--- src/rtl/mab_access_ctrl.sv ---
// mab_access_ctrl: MSP430 per-instruction memory-access sequencer, sole driver of MAB_sel.
// Define MAB_WAIT_STATE_EN to honour mem_ready; otherwise every access completes in one cycle.
module mab_access_ctrl (
    input  logic       clk,
    input  logic       rst,
    input  logic       run,
    input  logic [1:0] op_fmt,
    input  logic       src_ext,
    input  logic       src_mem,
    input  logic       src_ind,
    input  logic       dst_ext,
    input  logic       dst_mem,
    input  logic       wb_mem,
    input  logic       op_push,
    input  logic       CALC_done,
    input  logic       mem_ready,
    output logic [2:0] MAB_sel,
    output logic       mem_rd,
    output logic       mem_wr,
    output logic       pc_inc,
    output logic       sp_dec,
    output logic       sp_inc,
    output logic       ir_load,
    output logic       busy,
    output logic       done
);

    typedef enum logic [3:0] {
        S_IDLE,
        S_FETCH,
        S_DECODE,
        S_SRC_EXT,
        S_SRC_RD,
        S_DST_EXT,
        S_DST_RD,
        S_EXEC,
        S_DST_WR,
        S_PUSH_WR,
        S_POP_SR,
        S_POP_PC,
        S_DONE
    } state_e;

    typedef enum logic [2:0] {
        SEL_PC   = 3'd0,
        SEL_SOUT = 3'd1,
        SEL_CALC = 3'd2,
        SEL_SP   = 3'd3,
        SEL_MDB  = 3'd4
    } sel_e;

    typedef enum logic [1:0] {
        FMT_DOUBLE = 2'd0,
        FMT_SINGLE = 2'd1,
        FMT_JUMP   = 2'd2,
        FMT_RETI   = 2'd3
    } fmt_e;

    state_e state_q, state_d;
    sel_e   sel_q, sel_d;
    logic   rd_q, rd_d;
    logic   wr_q, wr_d;
    logic   gate_q, gate_d;
    logic   busy_q, busy_d;
    logic   done_q, done_d;

    logic   rdy;
    logic   is_double;
    logic   is_push;
    logic   needs_wb;
    state_e after_src;
    state_e src_next;

`ifdef MAB_WAIT_STATE_EN
    assign rdy = mem_ready;
`else
    logic unused_mem_ready;
    assign unused_mem_ready = mem_ready;
    assign rdy = 1'b1;
`endif

    assign is_double = (op_fmt == FMT_DOUBLE);
    assign is_push   = (op_fmt == FMT_SINGLE) && op_push;
    assign needs_wb  = (is_double && dst_mem) || ((op_fmt == FMT_SINGLE) && wb_mem);

    // Destination phase exists only for double-operand instructions.
    always_comb begin
        after_src = S_EXEC;
        if (is_double && dst_ext)
            after_src = S_DST_EXT;
        else if (is_double && dst_mem)
            after_src = S_DST_RD;
        src_next = src_mem ? S_SRC_RD : after_src;
    end

    always_comb begin
        state_d = state_q;
        unique case (state_q)
            S_IDLE:    if (run) state_d = S_FETCH;
            S_FETCH:   if (rdy) state_d = S_DECODE;
            S_DECODE: begin
                if (op_fmt == FMT_JUMP)
                    state_d = S_EXEC;
                else if (op_fmt == FMT_RETI)
                    state_d = S_POP_SR;
                else if (src_ext)
                    state_d = S_SRC_EXT;
                else
                    state_d = src_next;
            end
            S_SRC_EXT: if (rdy) state_d = src_next;
            S_SRC_RD:  if (mem_rd && rdy) state_d = after_src;
            S_DST_EXT: if (rdy) state_d = dst_mem ? S_DST_RD : S_EXEC;
            S_DST_RD:  if (mem_rd && rdy) state_d = S_EXEC;
            S_EXEC: begin
                if (is_push)
                    state_d = S_PUSH_WR;
                else if (needs_wb)
                    state_d = S_DST_WR;
                else
                    state_d = S_DONE;
            end
            S_DST_WR:  if (rdy) state_d = S_DONE;
            S_PUSH_WR: if (rdy) state_d = S_DONE;
            S_POP_SR:  if (rdy) state_d = S_POP_PC;
            S_POP_PC:  if (rdy) state_d = S_DONE;
            S_DONE:    state_d = run ? S_FETCH : S_IDLE;
            default:   state_d = S_IDLE;
        endcase
    end

    // Registered outputs are decoded from the state being entered, so they line up with state_q.
    always_comb begin
        sel_d  = SEL_PC;
        rd_d   = 1'b0;
        wr_d   = 1'b0;
        gate_d = 1'b0;
        unique case (state_d)
            S_FETCH, S_SRC_EXT, S_DST_EXT: rd_d = 1'b1;
            S_SRC_RD: begin
                sel_d  = src_ind ? SEL_SOUT : SEL_CALC;
                rd_d   = 1'b1;
                gate_d = !src_ind;
            end
            S_DST_RD: begin
                sel_d  = SEL_CALC;
                rd_d   = 1'b1;
                gate_d = 1'b1;
            end
            S_DST_WR: begin
                sel_d = ((op_fmt == FMT_SINGLE) && src_ind) ? SEL_SOUT : SEL_CALC;
                wr_d  = 1'b1;
            end
            S_PUSH_WR: begin
                sel_d = SEL_SP;
                wr_d  = 1'b1;
            end
            S_POP_SR, S_POP_PC: begin
                sel_d = SEL_SP;
                rd_d  = 1'b1;
            end
            default: ;
        endcase
        busy_d = (state_d != S_IDLE);
        done_d = (state_d == S_DONE);
    end

    always_ff @(posedge clk or posedge rst) begin
        if (rst) begin
            state_q <= S_IDLE;
            sel_q   <= SEL_PC;
            rd_q    <= 1'b0;
            wr_q    <= 1'b0;
            gate_q  <= 1'b0;
            busy_q  <= 1'b0;
            done_q  <= 1'b0;
        end else begin
            state_q <= state_d;
            sel_q   <= sel_d;
            rd_q    <= rd_d;
            wr_q    <= wr_d;
            gate_q  <= gate_d;
            busy_q  <= busy_d;
            done_q  <= done_d;
        end
    end

    // Reads addressed by CALC_out wait for the address calculator.
    assign mem_rd  = rd_q && (!gate_q || CALC_done);
    assign mem_wr  = wr_q;
    assign MAB_sel = sel_q;
    assign busy    = busy_q;
    assign done    = done_q;

    assign pc_inc  = rdy && ((state_q == S_FETCH) || (state_q == S_SRC_EXT) || (state_q == S_DST_EXT));
    assign ir_load = rdy && (state_q == S_FETCH);
    assign sp_inc  = rdy && ((state_q == S_POP_SR) || (state_q == S_POP_PC));
    assign sp_dec  = (state_q == S_EXEC) && is_push;

endmodule

--- config.mk ---
export PLATFORM = sky130hd
export DESIGN_NAME = mab_access_ctrl
export DESIGN_NICKNAME = d
export VERILOG_FILES = /design/src/rtl/mab_access_ctrl.sv
export SDC_FILE = /design/constraint.sdc
export NUM_CORES = 1
export LEC_CHECK = 0
export ABC_AREA = 1
export BUFFER_PORTS_ARGS = -buffer_cell sky130_fd_sc_hd__buf_2
export CAP_MARGIN = 40
export CORE_ASPECT_RATIO = 0.8
export CORE_UTILIZATION = 40
export DETAILED_ROUTE_END_ITERATION = 7
export GPL_ROUTABILITY_DRIVEN = 0
export SYNTH_ARGS = -nofsm -noshare
export SYNTH_HDL_FRONTEND = slang
export SYNTH_SLANG_ARGS = --single-unit
export TNS_END_PERCENT = 1
--- constraint.sdc ---
create_clock -name clk -period 2.7 [get_ports clk]
set_input_delay 0.27 -clock clk [delete_from_list [all_inputs] [get_ports clk]]
set_output_delay 0.27 -clock clk [all_outputs]
set_load 0.01 [all_outputs]
**Yosys cells after proc, flatten, opt, wreduce, memory -nomap -nowiden**

Index checks and enable logic that the tools add are counted.
W data, S select, Z words.

- Muxes and demuxes: 20
- Equal/unequal tests: 25
- Reduce and logical (&&, ||, !) cells: 21

Operators by type and width:

| operator | count |
|---|---|
| $pmux W4 S11 | 1 |
| $eq A4 B4 Y1 const B | 10 |
| $mux W4 | 8 |
| $eq A4 B3 Y1 const B | 7 |
| $eq A4 B2 Y1 const B | 3 |
| $eq A4 B1 Y1 const B | 2 |
| $pmux W2 S4 | 1 |
| $logic_and A1 B1 Y1 | 7 |
| $reduce_or A7 Y1 | 1 |
| $mux W3 | 2 |
| $reduce_or A3 Y1 | 2 |
| $logic_or A1 B1 Y1 | 5 |
| $mux W1 | 5 |
| $eq A2 B2 Y1 const B | 2 |
| $logic_not A4 Y1 | 1 |
| $mux W2 | 2 |
| $reduce_bool A4 Y1 | 1 |
| $eq A2 B1 Y1 const B | 1 |
| $logic_not A1 Y1 | 2 |
| $logic_not A2 Y1 | 1 |
| $pmux W1 S2 | 1 |
| $reduce_or A2 Y1 | 1 |

- Register bits: 12
- Bits of input ports: 14
- Word-level logic and storage cells: 73

**Longest topological paths before layout**

Gate-level depths: netlist (run 1).

- Word-level depth: 12
- Mapped depth: 11
- Gate-level depth less buffers: 11

**Worst setup path after synthesis (run 1)**

OpenSTA, ideal clock, no wires.

- Path type: register -> register
- Start: reg gate_q
- End: reg sel_q[0], in the netlist MAB_sel[0]
- Arrival time: 1.280 ns
- Setup slack: 1.303 ns
- Cell stages (with the launch flop): 9
- Required time: 2.584 ns
- Cells stage by stage: dfrtp_1 > a21boi_0 > nand2_1 > nand2_1 > nand2_1 > nand3_1 > inv_1 > nand3_1 > nand2_1

- Cells in the longest elaborated chain, start to end: 8
- Elaborated cells on any way between the ends: 14

RTL lines:

| what | line | source |
|---|---|---|
| start, declared | 63 | `logic gate_q, gate_d;` |
| start signal, assigned | 182 | `gate_q <= gate_d;` |
| $logic_not A1 Y1 * | 189 | `assign mem_rd = rd_q && (!gate_q \|\| CALC_done);` |
| $logic_or A1 B1 Y1 * | 189 |  |
| $logic_and A1 B1 Y1 * | 189 |  |
| net mem_rd | 18 | `output logic mem_rd,` |
| $mux W4 (on tied branches) | 114, 112 |  |
| $pmux W4 S11 * | 98 | `unique case (state_q)` |
| $eq A4 B4 Y1 | 138 | `unique case (state_d)` |
| $reduce_or A3 Y1 (no source line) | -- |  |
| $pmux W2 S4 * | 138 |  |
| net sel_d[0] | 60 | `sel_e sel_q, sel_d;` |
| end signal, assigned | 179 | `sel_q <= sel_d;` |
| end, declared | 60 |  |

Mark *: on every way through the listed nets, which the timed path passes. The rest lies on a longest branch.

**Worst setup path in the final report (run 1)**

- Start: reg state_q[3]
- End: out sp_dec

- Cells in the longest elaborated chain, start to end: 2

RTL lines:

| what | line | source |
|---|---|---|
| start, declared | 59 | `state_e state_q, state_d;` |
| start signal, assigned | 178 | `state_q <= state_d;` |
| $eq A4 B3 Y1 | 198 | `assign sp_dec = (state_q == S_EXEC) && is_push;` |
| $logic_and A1 B1 Y1 | 198 |  |
| end, declared | 21 | `output logic sp_dec,` |

Every way passes these cells.

==> results of run 1 <==
==> worst max-delay path by stage <==
stage                       to  slack (ns)  cells after the start
floorplan           MAB_sel[0]        1.30                      8
global placement          busy        1.15                      8
detailed placement        busy        1.17                      8
CTS                     sp_dec        1.04                      6
global route            sp_dec        0.91                      6
finish                  sp_dec        1.04                      6
==> sequential cells by signal, indices dropped and copies added, names as in the netlist <==
signal	count
MAB_sel	2
done	1
rd_q	1
gate_q	1
mem_wr	1
state_q	4
busy	1
==> per-layer routing <==
metal  track usage  vias up
li1              -      517
met1         0.268      422
met2         0.272       40
met3        0.0458        2
met4        0.0293        0
met5             0        -
==> layout make-up <==
type,instances,area (µm²)
clock buffers,4,26.3
repair buffers,23,120
fillers,245,1080
well taps,25,31.3
inverters,31,116
multi-input cells,109,529
flip-flops and latches,11,275
==> Yosys cell counts <==
| cell type | n |
|---|---|
| nand2_2 | 3 |
| nand3b_1 | 3 |
| nor3_1 | 1 |
| nor3b_1 | 1 |
| conb_1 | 1 |
| o21ai_0 | 2 |
| nand3_1 | 19 |
| buf_4 | 1 |
| dfrtp_1 | 11 |
| nor2_1 | 23 |
| a21boi_0 | 1 |
| inv_1 | 25 |
| inv_2 | 6 |
| a21oi_1 | 2 |
| nor2_2 | 2 |
| nor3_2 | 2 |
| nand4_1 | 1 |
| nand2_4 | 1 |
| nand2_1 | 41 |
| o211ai_1 | 1 |
| nor2_4 | 4 |
| o22ai_1 | 1 |
==> per-stage QoR <==
| stage | utilization | setup WS, ns | instances |
|---|---|---|---|
| floorplan | - | 1.30 | 152 |
| global route | 0.505 | 0.912 | 203 |
| CTS | 0.505 | 1.04 | 203 |
| global placement | 0.488 | 1.15 | 198 |
| finish | 0.505 | 1.04 | 203 |
| detailed placement | 0.488 | 1.17 | 198 |
==> cells by family (layout without fill, tap and decap cells) <==
kind of cell / Yosys count / in the layout / share of synthesized area
flip-flops: 11 / 11 / 0.296
other: 1 / 1 / 0.00404
AO/OA/AOI/OAI: 7 / 7 / 0.0445
buffers and inverters: 32 / 58 / 0.133
AND/OR/NAND/NOR: 101 / 101 / 0.522
==> tightest hold or removal path, stage by stage <==
cell and delay [ns]:
buf_2 0.09, nand3_1 0.08, nand3_1 0.12, inv_1 0.05
==> power by group through the flow <==
stage	logic (mW)	registers (mW)	clock network, mW
5_1_grt	0.983	0.318	0.122
6_report	0.869	0.306	0.107
3_5_place_dp	0.868	0.308	0
3_3_place_gp	0.854	0.310	0
4_1_cts	0.870	0.306	0.112
2_1_floorplan	0.656	0.309	0
==> impl_metrics.env, run 1 <==
export IMPL_status="completed"
export IMPL_switching_share=0.535
export IMPL_wl_met1_mm=1.09
export IMPL_ant_nets=0
export IMPL_rsz0062_at_grt="no"
export IMPL_dpl_hpwl_mm=1.77
export IMPL_core_mm2=0.00218
export IMPL_internal_power_uw=595
export IMPL_startpoint="state_q[3]"
export IMPL_cts_tree="built"
export IMPL_final_max_slew_viol_count=0
export IMPL_drtIter0Drc=45
export IMPL_ir_worst_vdd_mv=0.684
export IMPL_holdWs_ns=0.386
export IMPL_power_mw=1.28
export IMPL_syn_instance_count=152
export IMPL_drive_gt1_frac=0.242
export IMPL_wl_met3_um=172
export IMPL_layout_common_cells="nand2_1 (41), inv_1 (25), nor2_1 (23)"
export IMPL_placed_area_mm2=0.00106
export IMPL_highest_signal_layer="met4"
export IMPL_synth_area_um2=928
export IMPL_layout_nets=193
export IMPL_chipHeight_um=45.1
export IMPL_criticalPathCategory="reg -> out"
export IMPL_critPathBufInv=3
export IMPL_syn_to_final_growth_pct=18.3
export IMPL_grtUsageTotal=0.181
export IMPL_diodes=0
export IMPL_grt_overflow=0
export IMPL_timing_rr_end="busy"
export IMPL_grt_max_degree=12
export IMPL_io_pins=25
export IMPL_cts_root_buf="clkbuf_4"
export IMPL_ff2ff_setup_slack_ns=1.14
export IMPL_clock_sinks=11
export IMPL_yosys_warnings=0
export IMPL_yosys_area_top_type="dfrtp_1"
export IMPL_report_final_hold_viol_count=0
export IMPL_reg2reg_depth=8
export IMPL_hold_class="in -> reg"
export IMPL_synth_top_area_frac=0.296
export IMPL_drtPass1Iterations=4
export IMPL_cp_arrival_ns=1.39
export IMPL_fin_area_mm2=0.00110
export IMPL_synth_area_leaders="dfrtp_1 (30%), nand2_1 (17%), nand3_1 (10%), inv_1 (10%), nor2_1 (9.3%)"
export IMPL_yosysSeqAreaShare=0.296
export IMPL_cp_start_kind="flip-flop"
export IMPL_drc=0
export IMPL_cts_buffers=3
export IMPL_cp_max_fo=8
export IMPL_switchingPower_uw=686
export IMPL_row_count=15
export IMPL_critPathRequiredTime_ns=2.43
export IMPL_syn_avg_cell_area_um2=6.11
export IMPL_worstPathCellList="inv_2 -> nand2_4 -> nor2_1 -> nand2_1 -> inv_1 -> buf_2"
export IMPL_yosysUniqueCellTypes=22
export IMPL_r2r_start="state_q[1]"
export IMPL_crit_path_top_delay_cell="dfrtp_1"
export IMPL_critPathTopFamily="flip-flops"
export IMPL_cts_resized_gates=0
export IMPL_die_area_mm2=0.00252
export IMPL_max_cap_violations=0
export IMPL_fmax_mhz=603
export IMPL_routed_wl_met2_um=905
export IMPL_tns_ns=0
export IMPL_fin_crit_sh=0.615
export IMPL_hold_start="src_ind"
export IMPL_setup_viol=0
export IMPL_slowest_delay_ns=0.43
export IMPL_cts_hold_buf=1
export IMPL_p_comb_frac=0.678
export IMPL_antenna_found_initial=0
export IMPL_syn_nets=166
export IMPL_drt_total_wl_mm=2.17
export IMPL_seq_power_share=0.239
export IMPL_ys_ff_latch=11
export IMPL_clk_latency_ns=0.26
export IMPL_clockBufferDepth=2
export IMPL_clk_pin_slew_ns=0.06
export IMPL_grt_pass1_vias=798
export IMPL_pwr_share_clk=0.083
export IMPL_endpoint_kind="output pin"
export IMPL_holdPathStages=4
export IMPL_htree_num_levels=1
export IMPL_p_per_area_mw_per_mm2=1170
export IMPL_via_count=981
export IMPL_wire_per_inst_um=10.7
export IMPL_final_common_cell="nand2_1"
export IMPL_cts_setup_buffers=0
export IMPL_io_buffers=22
export IMPL_whs_endpoint="gate_q"
export IMPL_die_x_um=55.9
export IMPL_p_leak_nw=0.694
export IMPL_min_period_ns=1.66
export IMPL_grt_first_pass_wirelength_mm=3.51
export IMPL_viasPerCell=4.83
export IMPL_start_util=0.426
export IMPL_fin_skew_ns=0.000966
Power figures use the tool's default switching activity.
==> run 2, diff against run 1 <==
==> constraint.sdc (replaced) <==
create_clock -name clk -period 1.75 [get_ports clk]
set_input_delay 0.175 -clock clk [delete_from_list [all_inputs] [get_ports clk]]
set_output_delay 0.175 -clock clk [all_outputs]
set_load 0.01 [all_outputs]
==> impl_metrics.env, run 2 (synthesis gave the netlist of run 1 again) <==
export IMPL_ir_worst_vdd_mv=0.956
export IMPL_rsz0062_at_grt="no"
export IMPL_dpl_hpwl_mm=1.70
export IMPL_syn_to_final_growth_pct=18.6
export IMPL_cts_setup_buffers=0
export IMPL_ff2ff_setup_slack_ns=0.24
export IMPL_use_met2=0.260
export IMPL_cts_tree="built"
export IMPL_place_ws_ns=0.222
export IMPL_cp_arrival_ns=1.36
export IMPL_grtUsageTotal=0.175
export IMPL_p_leak_nw=0.695
export IMPL_htree_num_levels=1
export IMPL_grt_max_degree=12
export IMPL_via_count=957
export IMPL_r2r_start="state_q[1]"
export IMPL_gr_usage_met3=0.0630
export IMPL_io_pins=25
export IMPL_fin_skew_ns=0.00401
export IMPL_chipHeight_um=45.1
export IMPL_drt_total_wl_mm=2.05
export IMPL_ant_nets=0
export IMPL_timing_rr_end="busy"
export IMPL_report_final_hold_viol_count=0
export IMPL_fmax_mhz=650
export IMPL_grt_pass1_vias=778
export IMPL_cts_root_buf="clkbuf_4"
export IMPL_whs_endpoint="gate_q"
export IMPL_clk_latency_ns=0.26
export IMPL_reg2reg_depth=9
export IMPL_drc=0
export IMPL_drtIter0Drc=32
export IMPL_grtUsageMet1=0.256
export IMPL_wire_per_inst_um=10.1
export IMPL_die_area_mm2=0.00252
export IMPL_grt_first_pass_wirelength_mm=3.37
export IMPL_viasPerCell=4.71
export IMPL_final_common_cell="nand2_1"
export IMPL_setup_viol=0
export IMPL_fin_crit_sh=0.879
export IMPL_criticalPathCategory="reg -> out"
export IMPL_hold_start="src_ind"
export IMPL_busiest_layer="met2"
export IMPL_min_period_ns=1.54
export IMPL_final_max_slew_viol_count=0
export IMPL_clk_pin_slew_ns=0.07
export IMPL_critPathRequiredTime_ns=1.57
export IMPL_layout_setup_ws_ns=0.212
export IMPL_holdPathStages=4
export IMPL_layout_nets=193
export IMPL_endpoint_kind="output pin"
export IMPL_clockBufferDepth=2
export IMPL_hold_class="in -> reg"
export IMPL_tns_ns=0
export IMPL_row_count=15
export IMPL_drive_gt1_frac=0.247
export IMPL_diodes=0
export IMPL_largest_register="state_q"
export IMPL_clock_sinks=11
export IMPL_io_buffers=22
export IMPL_status="completed"
export IMPL_max_cap_violations=0
export IMPL_drtPass1Iterations=4
export IMPL_p_per_area_mw_per_mm2=1780
export IMPL_core_mm2=0.00218
export IMPL_cts_buffers=3
export IMPL_antenna_found_initial=0
export IMPL_largest_register_ffs=4
export IMPL_layout_common_cells="nand2_1 (40), inv_1 (25), nor2_1 (23)"
export IMPL_start_util=0.426
export IMPL_die_x_um=55.9
export IMPL_cp_start_kind="flip-flop"
export IMPL_cp_max_fo=7
export IMPL_grt_overflow=0
-- run 2: area by class of cell --
cell class | count | area, µm²
fillers | 254 | 1080
multi-input cells | 109 | 532
flip-flops and latches | 11 | 275
repair buffers | 23 | 120
inverters | 31 | 116
well taps | 25 | 31.3
clock buffers | 4 | 26.3
-- run 2: worst max path at each step --
| stage | start | endpoint | slack [ns] | cells past startpoint |
|---|---|---|---|---|
| after detailed placement | state_q[1] | busy | 0.22 | 8 |
| after global routing | state_q[1] | sp_dec | 0.02 | 5 |
| final | state_q[1] | sp_dec | 0.21 | 5 |
| after floorplan | gate_q | MAB_sel[0] | 0.35 | 8 |
| after CTS | state_q[3] | sp_dec | 0.21 | 6 |
| after global placement | state_q[1] | busy | 0.22 | 8 |
-- run 2: timing repair --
| item | in CTS | in global routing |
|---|---|---|
| setup endpoints to repair | 0 | 1 |
| gates resized for setup | 0 | 1 |
| endpoints found under the hold margin | 11 | 0 |
| hold buffers | 1 | 0 |
-- run 2: per-stage QoR --
stage	utilization	power, mW	cell area [µm²]	std cells	hold slack (ns)
after global placement	0.488	1.79	1060	198	0.170
final	0.506	1.96	1100	203	0.286
after floorplan	-	1.49	928	152	0.0274
after CTS	0.505	1.96	1100	203	0.281
after detailed placement	0.488	1.79	1060	198	0.175
after global routing	0.506	2.19	1100	203	0.331
-- run 2: metal layers --
| metal | part of all wire | up-vias |
|---|---|---|
| li1 | - | 514 |
| met1 | 0.54 | 412 |
| met2 | 0.40 | 31 |
| met3 | 0.059 | 0 |
| met4 | 0 | 0 |
| met5 | 0 | - |
-- run 2: critical path: stages (launching register included) --
cell     delay, ns
dfrtp_1       0.50
nand2_1       0.11
nor2_1        0.16
nand2_1       0.11
inv_1         0.08
buf_2         0.13
-- run 2: power breakdown --
| group | switching (mW) | leakage (nW) | internal (mW) | total, mW |
|---|---|---|---|---|
| clock network | 0.0766 | 0.0150 | 0.0880 | 0.165 |
| logic | 0.863 | 0.543 | 0.459 | 1.32 |
| registers | 0.101 | 0.137 | 0.373 | 0.474 |
| total | 1.04 | 0.695 | 0.920 | 1.96 |
==> run 3, diff against run 2 <==
--- a/config.mk
+++ b/config.mk
@@ -9,6 +9,7 @@
 export BUFFER_PORTS_ARGS = -buffer_cell sky130_fd_sc_hd__buf_2
 export CAP_MARGIN = 40
 export CORE_ASPECT_RATIO = 0.8
+export CORE_MARGIN = 2
 export CORE_UTILIZATION = 40
 export DETAILED_ROUTE_END_ITERATION = 7
 export GPL_ROUTABILITY_DRIVEN = 0
==> impl_metrics.env, run 3 (synthesis gave the netlist of run 1 again) <==
export IMPL_status="completed"
export IMPL_critPathRequiredTime_ns=1.57
export IMPL_fin_util=0.505
export IMPL_htree_num_levels=1
export IMPL_grt_pass1_vias=785
export IMPL_fmax_mhz=644
export IMPL_antenna_found_initial=0
export IMPL_io_buffers=22
export IMPL_reg2reg_depth=10
export IMPL_p_leak_nw=0.694
export IMPL_io_pins=25
export IMPL_grt_overflow=0
export IMPL_chipHeight_um=47.1
export IMPL_min_period_ns=1.55
export IMPL_cp_arrival_ns=1.38
export IMPL_die_x_um=57.9
export IMPL_ant_nets=0
export IMPL_critPathBufInv=3
export IMPL_r2r_start="state_q[0]"
export IMPL_cts_setup_buffers=0
export IMPL_slowest_delay_ns=0.43
export IMPL_power_mw=1.98
export IMPL_core_mm2=0.00218
export IMPL_grt_max_degree=12
export IMPL_dpl_hpwl_mm=1.83
export IMPL_drtPass1Iterations=4
export IMPL_max_cap_violations=0
export IMPL_place_ws_ns=0.239
export IMPL_layout_nets=193
export IMPL_clock_sinks=11
export IMPL_final_max_slew_viol_count=0
export IMPL_drive_gt1_frac=0.242
export IMPL_criticalPathCategory="reg -> out"
export IMPL_hold_class="in -> reg"
export IMPL_diodes=0
export IMPL_viasPerCell=4.81
export IMPL_whs_endpoint="gate_q"
export IMPL_layout_setup_ws_ns=0.196
export IMPL_cts_resized_gates=0
export IMPL_drtIter0Drc=34
export IMPL_drc=0
export IMPL_grt_first_pass_wirelength_mm=3.51
export IMPL_largest_register="state_q"
export IMPL_cts_root_buf="clkbuf_4"
export IMPL_ff2ff_setup_slack_ns=0.22
export IMPL_clockBufferDepth=2
export IMPL_timing_rr_end="MAB_sel[1]"
export IMPL_start_util=0.426
export IMPL_worstPathCellList="inv_2 -> nand2_4 -> nor2_1 -> nand2_1 -> inv_1 -> buf_2"
export IMPL_drt_total_wl_mm=2.24
export IMPL_holdPathStages=4
export IMPL_p_per_area_mw_per_mm2=1800
export IMPL_final_common_cell="nand2_1"
export IMPL_wire_per_inst_um=11.0
export IMPL_tns_ns=0
export IMPL_cts_hold_buf=1
export IMPL_layout_common_cells="nand2_1 (41), inv_1 (25), nor2_1 (23)"
export IMPL_cp_start_kind="flip-flop"
export IMPL_die_area_mm2=0.00272
export IMPL_rsz0062_at_grt="no"
export IMPL_setup_viol=0
export IMPL_clk_latency_ns=0.27
export IMPL_hold_start="src_ind"
export IMPL_syn_to_final_growth_pct=18.3
export IMPL_cp_max_fo=8
export IMPL_crit_path_top_delay_cell="dfrtp_1"
export IMPL_via_count=977
export IMPL_cts_buffers=3
export IMPL_fillers=233
export IMPL_fin_crit_sh=0.888
export IMPL_row_count=15
export IMPL_endpoint_kind="output pin"
export IMPL_fin_skew_ns=0.00758
export IMPL_critPathTopFamily="flip-flops"
export IMPL_largest_register_ffs=4
export IMPL_ir_worst_vdd_mv=0.778
export IMPL_holdWs_ns=0.314
export IMPL_cts_tree="built"
export IMPL_clk_pin_slew_ns=0.07
export IMPL_report_final_hold_viol_count=0
export IMPL_grtUsageTotal=0.171
[run 3: changes by cell type in the layout (fill, tap and decap cells not counted)]
| cell | before | now |
|---|---|---|
| nand2_1 | 40 | 41 |
| nand2_2 | 4 | 3 |
[run 3: through the flow]
stage,cells,cell area (µm²)
after floorplan,152,928
after global placement,198,1060
after detailed placement,198,1060
after CTS,203,1100
after global routing,203,1100
final,203,1100
[run 3: worst max-delay path by stage]
stage,slack [ns],to,depth (start not counted),start
detailed placement,0.24,MAB_sel[1],8,state_q[1]
global route,0.006,MAB_sel[0],9,state_q[1]
floorplan,0.35,MAB_sel[0],8,gate_q
finish,0.20,sp_dec,6,state_q[3]
global placement,0.26,busy,8,state_q[1]
CTS,0.19,sp_dec,6,state_q[3]
[run 3: layer usage]
layer  global-route usage  vias to the layer above  part of all wire
li1                     -                      516                 -
met1                0.269                      420              0.52
met2                0.250                       41              0.42
met3               0.0413                        0             0.064
met4                    0                        0                 0
met5                    0                        -                 0
[run 3: layout make-up]
class                   count  area [µm²]  area share
clock buffers               4        26.3      0.0239
inverters                  31         116       0.106
multi-input cells         109         529       0.482
flip-flops and latches     11         275       0.251
well taps                  25        31.3      0.0285
repair buffers             23         120       0.109
[run 3: worst register-to-register path, cell delays in order (launching register included)]
cell	delay [ns]
dfrtp_1	0.46
inv_2	0.11
nand2_2	0.10
nor2_4	0.19
inv_2	0.07
nor2_4	0.12
nor2_4	0.06
inv_2	0.10
nor2_4	0.05
nand3_1	0.11
nand2_1	0.06
[run 3: where the power goes]
group | leakage [nW] | internal (mW) | total (mW) | switching (mW)
sequential | 0.137 | 0.373 | 0.473 | 0.0996
combinational | 0.542 | 0.458 | 1.33 | 0.875
clock | 0.0150 | 0.0881 | 0.171 | 0.0826
